--- config.mk ---
export PLATFORM = sky130hd
export DESIGN_NAME = uart_rx_controller
export DESIGN_NICKNAME = d
export VERILOG_FILES = /design/src/rtl/uart_pkg.sv /design/src/rtl/uart_rx_fifo.sv /design/src/rtl/uart_rx_controller.sv
export SDC_FILE = /design/constraint.sdc
export NUM_CORES = 1
export LEC_CHECK = 0
export CORE_ASPECT_RATIO = 1.75
export CORE_MARGIN = 5
export CORE_UTILIZATION = 56
export CTS_CLUSTER_SIZE = 14
export DETAILED_ROUTE_END_ITERATION = 10
export GPL_TIMING_DRIVEN = 0
export PLACE_DENSITY_LB_ADDON = 0.25
export SLEW_MARGIN = 25
export SYNTH_ARGS = -nofsm -noshare
export SYNTH_HDL_FRONTEND = slang
export SYNTH_SLANG_ARGS = --single-unit
--- constraint.sdc ---
create_clock -name CLK -period 7.9 [get_ports CLK]
set_clock_uncertainty 0.2 [all_clocks]
set_input_delay 1.185 -clock CLK [delete_from_list [all_inputs] [get_ports CLK]]
set_output_delay 1.185 -clock CLK [all_outputs]
set_load 0.01 [all_outputs]
--- src/rtl/uart_pkg.sv ---
// Shared UART definitions: parity and baud encodings, the reset configuration
// and the receive-controller FSM state encoding.
package uart_pkg;

    localparam logic [1:0] PARITY_EVEN = 2'b00;
    localparam logic [1:0] PARITY_ODD  = 2'b01;
    localparam logic [1:0] PARITY_NONE = 2'b10;   // any 1x code disables parity

    localparam logic [1:0] BAUD_9600   = 2'b00;
    localparam logic [1:0] BAUD_19200  = 2'b01;
    localparam logic [1:0] BAUD_57600  = 2'b10;
    localparam logic [1:0] BAUD_115200 = 2'b11;

    typedef struct packed {
        logic [1:0] baud;
        logic [1:0] parity;
        logic       stop;
    } uart_cfg_t;

    localparam uart_cfg_t CFG_RESET = '{baud: BAUD_9600, parity: PARITY_NONE, stop: 1'b0};

    typedef enum logic [1:0] {
        ST_IDLE  = 2'd0,
        ST_FRAME = 2'd1,
        ST_APPLY = 2'd2
    } rx_state_t;

endpackage

--- src/rtl/uart_rx_fifo.sv ---
// Show-ahead receive FIFO: head entry is presented combinationally while not empty.
// A push into a full FIFO is accepted only when a pop frees a slot in the same cycle.
module uart_rx_fifo #(
    parameter int DEPTH = 8,
    parameter int WIDTH = 9
) (
    input  logic             clk,
    input  logic             rst,
    input  logic             push,
    input  logic [WIDTH-1:0] push_data,
    input  logic             pop,
    output logic [WIDTH-1:0] head_data,
    output logic             full,
    output logic             empty,
    output logic [4:0]       count
);

    localparam int AW = (DEPTH > 1) ? $clog2(DEPTH) : 1;

    logic [WIDTH-1:0] mem [DEPTH];
    logic [AW-1:0]    wr_ptr_reg;
    logic [AW-1:0]    rd_ptr_reg;
    logic [4:0]       count_reg;
    logic             do_push;
    logic             do_pop;

    assign empty   = (count_reg == 5'd0);
    assign full    = (count_reg == 5'(DEPTH));
    assign do_pop  = pop && !empty;
    assign do_push = push && (!full || do_pop);

    // When full, wr_ptr equals rd_ptr: the old head is read before the edge overwrites it.
    always_ff @(posedge clk) begin
        if (do_push) begin
            mem[wr_ptr_reg] <= push_data;
        end
    end

    always_ff @(posedge clk or posedge rst) begin
        if (rst) begin
            wr_ptr_reg <= '0;
            rd_ptr_reg <= '0;
            count_reg  <= 5'd0;
        end else begin
            if (do_push) begin
                wr_ptr_reg <= wr_ptr_reg + AW'(1);
            end
            if (do_pop) begin
                rd_ptr_reg <= rd_ptr_reg + AW'(1);
            end
            case ({do_push, do_pop})
                2'b10:   count_reg <= count_reg + 5'd1;
                2'b01:   count_reg <= count_reg - 5'd1;
                default: count_reg <= count_reg;
            endcase
        end
    end

    assign head_data = empty ? '0 : mem[rd_ptr_reg];
    assign count     = count_reg;

endmodule

--- src/rtl/uart_rx_controller.sv ---
// UART receive controller: tracks frames on the raw line, applies configuration
// only between frames, and buffers received bytes with their error flag.
module uart_rx_controller
    import uart_pkg::*;
#(
    parameter int DEPTH         = 8,
    parameter int FRAME_TIMEOUT = 65535
) (
    input  logic       CLK,
    input  logic       RST,
    input  logic       Rx,
    input  logic [1:0] CfgBaud,
    input  logic [1:0] CfgParity,
    input  logic       CfgStop,
    input  logic       CfgWr,
    output logic       CfgAck,
    output logic [1:0] BaudRate,
    output logic [1:0] ParityMode,
    output logic       StopBits,
    input  logic [7:0] RxData,
    input  logic       RxDataReady,
    input  logic       Error,
    output logic [7:0] DataOut,
    output logic       DataErr,
    output logic       DataValid,
    input  logic       DataReady,
    output logic [4:0] Count,
    output logic       Overrun,
    input  logic       OverrunClr,
    output logic [7:0] ErrCount,
    output logic       Busy
);

    localparam int TW = $clog2(FRAME_TIMEOUT + 1);

    rx_state_t   state_reg;
    rx_state_t   state_next;
    logic        rx_sync1_reg;
    logic        rx_sync2_reg;
    logic        rx_prev_reg;
    logic        rdy_prev_reg;
    logic        push_reg;
    logic [8:0]  push_data_reg;
    logic [TW-1:0] timer_reg;
    logic        pend_valid_reg;
    uart_cfg_t   pend_cfg_reg;
    uart_cfg_t   cfg_reg;
    logic        overrun_reg;
    logic [7:0]  err_count_reg;

    logic        frame_start;
    logic        rdy_rise;
    logic        timeout;
    logic        apply_en;
    logic        cfg_ack;
    logic        busy;
    logic        pop;
    logic        fifo_full;
    logic        fifo_empty;
    logic [8:0]  fifo_head;

    assign frame_start = rx_prev_reg && !rx_sync2_reg && (state_reg == ST_IDLE);
    assign rdy_rise    = RxDataReady && !rdy_prev_reg;
    assign timeout     = (timer_reg == TW'(FRAME_TIMEOUT - 1));
    assign apply_en    = (state_reg == ST_IDLE) && (state_next == ST_APPLY);

    always_ff @(posedge CLK or posedge RST) begin
        if (RST) begin
            rx_sync1_reg <= 1'b1;
            rx_sync2_reg <= 1'b1;
            rx_prev_reg  <= 1'b1;
            rdy_prev_reg <= 1'b0;
        end else begin
            rx_sync1_reg <= Rx;
            rx_sync2_reg <= rx_sync1_reg;
            rx_prev_reg  <= rx_sync2_reg;
            rdy_prev_reg <= RxDataReady;
        end
    end

    always_ff @(posedge CLK or posedge RST) begin
        if (RST) begin
            state_reg <= ST_IDLE;
        end else begin
            state_reg <= state_next;
        end
    end

    // A frame start takes priority over applying pending configuration.
    always_comb begin
        state_next = state_reg;
        cfg_ack    = 1'b0;
        busy       = 1'b0;
        case (state_reg)
            ST_IDLE: begin
                if (frame_start) begin
                    state_next = ST_FRAME;
                end else if (pend_valid_reg) begin
                    state_next = ST_APPLY;
                end
            end
            ST_FRAME: begin
                busy = 1'b1;
                if (rdy_rise || timeout) begin
                    state_next = ST_IDLE;
                end
            end
            ST_APPLY: begin
                cfg_ack    = 1'b1;
                state_next = ST_IDLE;
            end
            default: state_next = ST_IDLE;
        endcase
    end

    // Timer is held at zero outside FRAME, so every frame starts a fresh count.
    always_ff @(posedge CLK or posedge RST) begin
        if (RST) begin
            timer_reg <= '0;
        end else if (state_reg != ST_FRAME) begin
            timer_reg <= '0;
        end else if (!timeout) begin
            timer_reg <= timer_reg + TW'(1);
        end
    end

    // Config is loaded on APPLY entry so the new values and CfgAck share a cycle.
    always_ff @(posedge CLK or posedge RST) begin
        if (RST) begin
            pend_valid_reg <= 1'b0;
            pend_cfg_reg   <= CFG_RESET;
            cfg_reg        <= CFG_RESET;
        end else begin
            if (apply_en) begin
                cfg_reg        <= pend_cfg_reg;
                pend_valid_reg <= 1'b0;
            end
            if (CfgWr) begin
                pend_valid_reg <= 1'b1;
                pend_cfg_reg   <= '{baud: CfgBaud, parity: CfgParity, stop: CfgStop};
            end
        end
    end

    always_ff @(posedge CLK or posedge RST) begin
        if (RST) begin
            push_reg      <= 1'b0;
            push_data_reg <= 9'd0;
        end else begin
            push_reg <= rdy_rise;
            if (rdy_rise) begin
                push_data_reg <= {Error, RxData};
            end
        end
    end

    assign pop = !fifo_empty && DataReady;

    always_ff @(posedge CLK or posedge RST) begin
        if (RST) begin
            overrun_reg   <= 1'b0;
            err_count_reg <= 8'd0;
        end else begin
            if (push_reg && fifo_full && !pop) begin
                overrun_reg <= 1'b1;
            end else if (OverrunClr) begin
                overrun_reg <= 1'b0;
            end
            if (push_reg && push_data_reg[8] && (err_count_reg != 8'hFF)) begin
                err_count_reg <= err_count_reg + 8'd1;
            end
        end
    end

    uart_rx_fifo #(
        .DEPTH (DEPTH),
        .WIDTH (9)
    ) u_fifo (
        .clk       (CLK),
        .rst       (RST),
        .push      (push_reg),
        .push_data (push_data_reg),
        .pop       (pop),
        .head_data (fifo_head),
        .full      (fifo_full),
        .empty     (fifo_empty),
        .count     (Count)
    );

    assign DataOut    = fifo_head[7:0];
    assign DataErr    = fifo_head[8];
    assign DataValid  = !fifo_empty;
    assign CfgAck     = cfg_ack;
    assign Busy       = busy;
    assign BaudRate   = cfg_reg.baud;
    assign ParityMode = cfg_reg.parity;
    assign StopBits   = cfg_reg.stop;
    assign Overrun    = overrun_reg;
    assign ErrCount   = err_count_reg;

endmodule

==> impl_metrics.ini, run 1 <==
[cts]
clockRootBuffer = clkbuf_16
cts_tree = yes
htree_levels = 4
clockBufferDepth = 2
clock_latency_ps = 420
cts.sinks = 135
hold_buffers = 0
cts_buffers = 17
post_cts.repair.setup_buffers = 0
clk_pin_slew_ps = 60
cts_resized = 0

[routing]
vias_per_cell = 5.72
drc_errors = 0
wl_per_cell_um = 18.9
num_vias = 3332
drtPass1Iterations = 4
detail-route-antenna-nets = 0
drtIter0Drc = 147
routed_wl_um = 11000

[final_layout]
fillers = 677
final_nets = 475
antennaDiodeCount = 0
fin_util_pct = 70.6
syn_to_final_growth_pct = 23.4
finalNonFillerCells = 583
final_layout_size_suffix_gt1_share_pct = 20.7
largest_reg_flops = 72

[critical_path]
crit_path_start_kind = flip-flop
r2r_start = u_fifo.count[0]
required_ps = 6510
critical_path.max_fanout = 10
arrival_ps = 2980
path_class = reg -> out
endpoint_kind = output port
startpoint = u_fifo.rd_ptr_reg[1]

[placed_design]
place.gp.congestion = 0.784
io_buffers = 50
hpwlAfterDp_um = 7380
placed_cells = 551

[timing]
final-max-slew-violation-count = 0
min_period_ps = 4370
setup-tns-final_ps = 0
worst_slew_pin_slew_ps = 959
setup_violations = 0
fmax_ghz = 0.229
hold_viol = 0
slew_headroom_pct = 35.8
fin_crit_sh_pct = 55.3
rsz0062_at_grt = false

[synthesis]
synth_nets = 403
yosysUniqueCellTypes = 50
postSynthAreaPerCell_um2 = 15.2
synth_most_common_cell = edfxtp_1
ys.flop_type = edfxtp_1
synth_top_area_cell = edfxtp_1
post-synth-top-area-fraction_pct = 38.1
ys_seq_elements = 135
mappedNetlistArea_um2 = 5670
ys_seq_area_share_pct = 66.1
ys_warn_count = 0
synthTopCellsByArea = edfxtp_1 (38%), dfrtp_1 (26%), mux4_2 (7.2%)
netlist_instances = 373
synth-edff-count = 72
synthTopCellsByCount = edfxtp_1 (72), dfrtp_1 (58), nor2_1 (28), mux2_2 (21), nand2_1 (19)
async_flop_share_pct = 46.7

[die]
initial_core_util_pct = 57.2
rows = 48
pin_count = 52
core_um2 = 9910
die-area_um2 = 12300
dieWidth_um = 86.1
dieHeight_um = 143

[global_route]
antenna_found_initial = 0
grt_pass1_wl_um = 18400
grt_pass1_vias = 3641
overflow = 0
grt_usage_pct = 19.9
grt_max_degree = 55

[min_path]
hp-start = rx_sync1_reg
hold_class = reg -> reg

[outcome]
status = finished, final reports clean

[flow_run]
cap_violations = 0

[pwr]
p_leak_nw = 2.64
p_per_area_nw_per_um2 = 350
peakVddDrop_uv = 207
==> critical path, stage by stage, from the launching register on <==
cell and delay (ps):
dfrtp_1 340, buf_1 520, clkbuf_1 580, mux4_2 420, mux2i_1 160, nor2_1 60
clkdlybuf4s50_1 480
==> layout make-up <==
class | count | area, µm² | share of cell area (%)
repair buffers | 53 | 543 | 7.77
clock buffers | 19 | 443 | 6.33
plain buffers | 9 | 43.8 | 0.626
inverters | 14 | 55.1 | 0.787
flip-flops and latches | 135 | 3740 | 53.6
clock inverters | 13 | 170 | 2.43
well taps | 125 | 156 | 2.24
multi-input cells | 215 | 1840 | 26.3
==> layout by cell type, fill, tap and decap left out, types with 3 or more instances in the layout <==
master           count
clkbuf_1             4
nand4_1              6
xnor2_1              8
clkinv_4             3
nand2_1             19
inv_1               11
buf_1                3
bufinv_16            3
or3_1                4
clkdlybuf4s50_1     50
xor2_1               5
edfxtp_1            72
mux2i_1             14
or4_1                5
mux4_2              18
a21oi_1             11
nand3_1             10
clkbuf_16           17
dfstp_2              5
ha_1                 8
nor2b_1              3
o21ai_0              7
mux2_2              21
o31ai_1              3
nor2_1              28
inv_6                3
o41ai_1              3
dfrtp_1             58
nand2b_1            11
clkinvlp_4           3
==> where the power goes <==
part           switching [W]  internal, W  leakage [nW]
Clock               0.000301     0.000508         0.291
Combinational       0.000314     0.000375         0.912
Sequential         0.0000918     0.000858          1.43
Total               0.000707      0.00174          2.64
==> per-stage QoR <==
stage	cell area, µm²	setup slack (ps)	hold slack [ps]	total power (W)
3_5_place_dp	6380	3910	147	0.00166
3_3_place_gp	6320	3750	147	0.00163
2_1_floorplan	5670	4860	145	0.00136
5_1_grt	6990	3380	156	0.00257
4_1_cts	6990	3470	155	0.00247
6_report	6990	3530	154	0.00245
==> final timing paths <==
kind,end,slack (ps),cells after the start
worst max-delay path,DataOut[3],3530,6
worst min-delay path,rx_sync2_reg,150,0
worst max register to register,u_fifo.count[3],5110,9
worst min register to register,rx_sync2_reg,150,0
max in group asynchronous,pend_cfg_reg[2],6130,3
min in group asynchronous,push_data_reg[7],820,2
==> kinds of logic after synthesis <==
| kind of cell | count (synthesis) | share of synthesized area (%) |
|---|---|---|
| compound gates | 37 | 4.53 |
| mux | 55 | 14.3 |
| flops | 135 | 66.1 |
| fa+ha+maj | 9 | 2.12 |
| xor+xnor | 13 | 2.01 |
| buf+inv | 23 | 1.70 |
| simple gates | 101 | 9.32 |
==> layer usage <==
layer	routed length [µm]	share of wire [%]	GRT usage (%)
met3	488	4.4	5.14
met2	6340	57	36.1
met4	258	2.3	8.59
met5	0	0	0
met1	3950	36	21.7
No activity file was read; power rests on OpenSTA's default activity.
==> run 2, diff against run 1 <==
Clock period 7.9 ns to 4.2 ns, I/O delays scaled along.
==> results of run 2 <==
Same layout as run 1 (identical final DEF). Status: finished, final reports clean.
Main changes from that run: setup slack after placement 3910 ps -> 765 ps; setup slack after layout 3530 ps -> 385 ps; register-to-register setup slack 5110 ps -> 1410 ps; total power 0.00245 W -> 0.00460 W; worst IR drop on VDD 207 µV -> 390 µV
==> run 3, diff against run 2 <==
Settings changed: CORE_UTILIZATION 56 to 46.
==> run 3 against run 2 <==
Effect of this change: fmax fell by 0.75%; highest routed layer unchanged; combinational power hardly changed; largest cell class unchanged; critical path type unchanged; via count fell by 0.39%; flip-flop and latch count unchanged.
==> impl_metrics.ini, run 3 (same netlist as run 1, synthesis figures left out) <==
[critical_path]
required_ps = 3370
path_class = reg -> out
max_stage_delay_ps = 580
crit_cells = 6
arrival_ps = 3010
critical_path.max_fanout = 10
path_delay_family = buffers and inverters
path_cells = buf_1, clkbuf_1, mux4_2, mux2i_1, nor2_1, clkdlybuf4s50_1
crit_path_start_kind = flip-flop
endpoint_kind = output port
r2r_cells = 9
critPathBufInv = 3
cpMaxStageDelayCell = clkbuf_1

[min_path]
min_path_cells = 0
hold_class = reg -> reg

[final_layout]
final_nets = 475
largest_reg_flops = 72
finalNonFillerCells = 623
antennaDiodeCount = 0
final_layout_size_suffix_gt1_share_pct = 21.0
fillers = 966
syn_to_final_growth_pct = 24.3
mostFrequentLayoutCell = edfxtp_1
final_cell_mix = edfxtp_1 (72), dfrtp_1 (58), clkdlybuf4s50_1 (50)

[cts]
htree_levels = 4
cts_resized = 0
clk_pin_slew_ps = 60
hold_buffers = 0
cts.sinks = 135
clockBufferDepth = 2
cts_tree = yes
cts_buffers = 17
clockRootBuffer = clkbuf_16
post_cts.repair.setup_buffers = 0
clock_latency_ps = 400

[die]
core_um2 = 12100
pin_count = 52
dieWidth_um = 93.9
dieHeight_um = 157
die-area_um2 = 14700
initial_core_util_pct = 47.0
rows = 53

[outcome]
status = finished, final reports clean

[global_route]
overflow = 0
grt_usage_pct = 16.5
grt_max_degree = 50
grt_pass1_wl_um = 18300
grt_pass1_vias = 3598
antenna_found_initial = 0

[placed_design]
place_ws_ps = 710
io_buffers = 50
place.gp.congestion = 0.749
hpwlAfterDp_um = 7710
placed_cells = 591

[timing]
rsz0062_at_grt = false
final-max-slew-violation-count = 0
hold_viol = 0
min_period_ps = 3840
setup_ws_ps = 356
setup-tns-final_ps = 0
setup_violations = 0
fmax_ghz = 0.260
slew_headroom_pct = 28.7
fin_crit_sh_pct = 91.5
worst_slew_pin_slew_ps = 1070

[flow_run]
cap_violations = 0

[routing]
wl_per_cell_um = 17.8
drtIter0Drc = 202
vias_per_cell = 5.33
detail-route-antenna-nets = 0
routed_wl_um = 11100
drtPass1Iterations = 4
num_vias = 3319
drc_errors = 0

[pwr]
p_leak_nw = 2.64
peakVddDrop_uv = 380
p_per_area_nw_per_um2 = 653
[run 3: cell count changes in the layout (fill, tap and decap cells not counted)]
| cell | change |
|---|---|
| clkbuf_8 | -1 |
| clkbuf_1 | -1 |
| clkinv_4 | -1 |
| inv_8 | +1 |
| inv_6 | +2 |
[run 3: path summary, 6_finish.rpt]
check                      slack, ps                to            startpoint
min in group asynchronous        300  push_data_reg[2]                   RST
setup reg to reg                1480   u_fifo.count[3]       u_fifo.count[0]
max in group asynchronous       2950      rx_sync1_reg                   RST
setup / recovery                 360        DataOut[6]  u_fifo.rd_ptr_reg[1]
hold reg to reg                  160      rx_sync2_reg          rx_sync1_reg
hold / removal                   160      rx_sync2_reg          rx_sync1_reg
[run 3: final cells by class]
cell class              instances  area, µm²  area share, %
clock inverters                15        190           2.70
repair buffers                 53        543           7.71
plain buffers                   9       43.8          0.622
inverters                      14       55.1          0.781
clock buffers                  17        425           6.04
flip-flops and latches        135       3740           53.2
multi-input cells             215       1840           26.1
well taps                     165        206           2.93
[run 3: metrics by stage]
step,utilization (%),power (W),hold slack (ps),cell area (µm²)
floorplan,-,0.00257,145,5670
global placement,52.8,0.00308,150,6370
detailed placement,53.3,0.00313,150,6430
CTS,58.4,0.00466,159,7050
global route,58.4,0.00485,163,7050
finish,58.4,0.00460,157,7050
[run 3: metal layers]
| layer | GRT usage [%] | vias up | part of all wire, % |
|---|---|---|---|
| met5 | 0 | - | 0 |
| met4 | 6.47 | 0 | 1.6 |
| met1 | 18.7 | 1693 | 39 |
| met3 | 3.22 | 17 | 2.6 |
| li1 | - | 1561 | - |
| met2 | 30.0 | 48 | 57 |
[run 3: power by group]
part	internal (W)	switching, W
combinational	0.000705	0.000592
clock	0.000947	0.000574
sequential	0.00161	0.000172
total	0.00327	0.00134
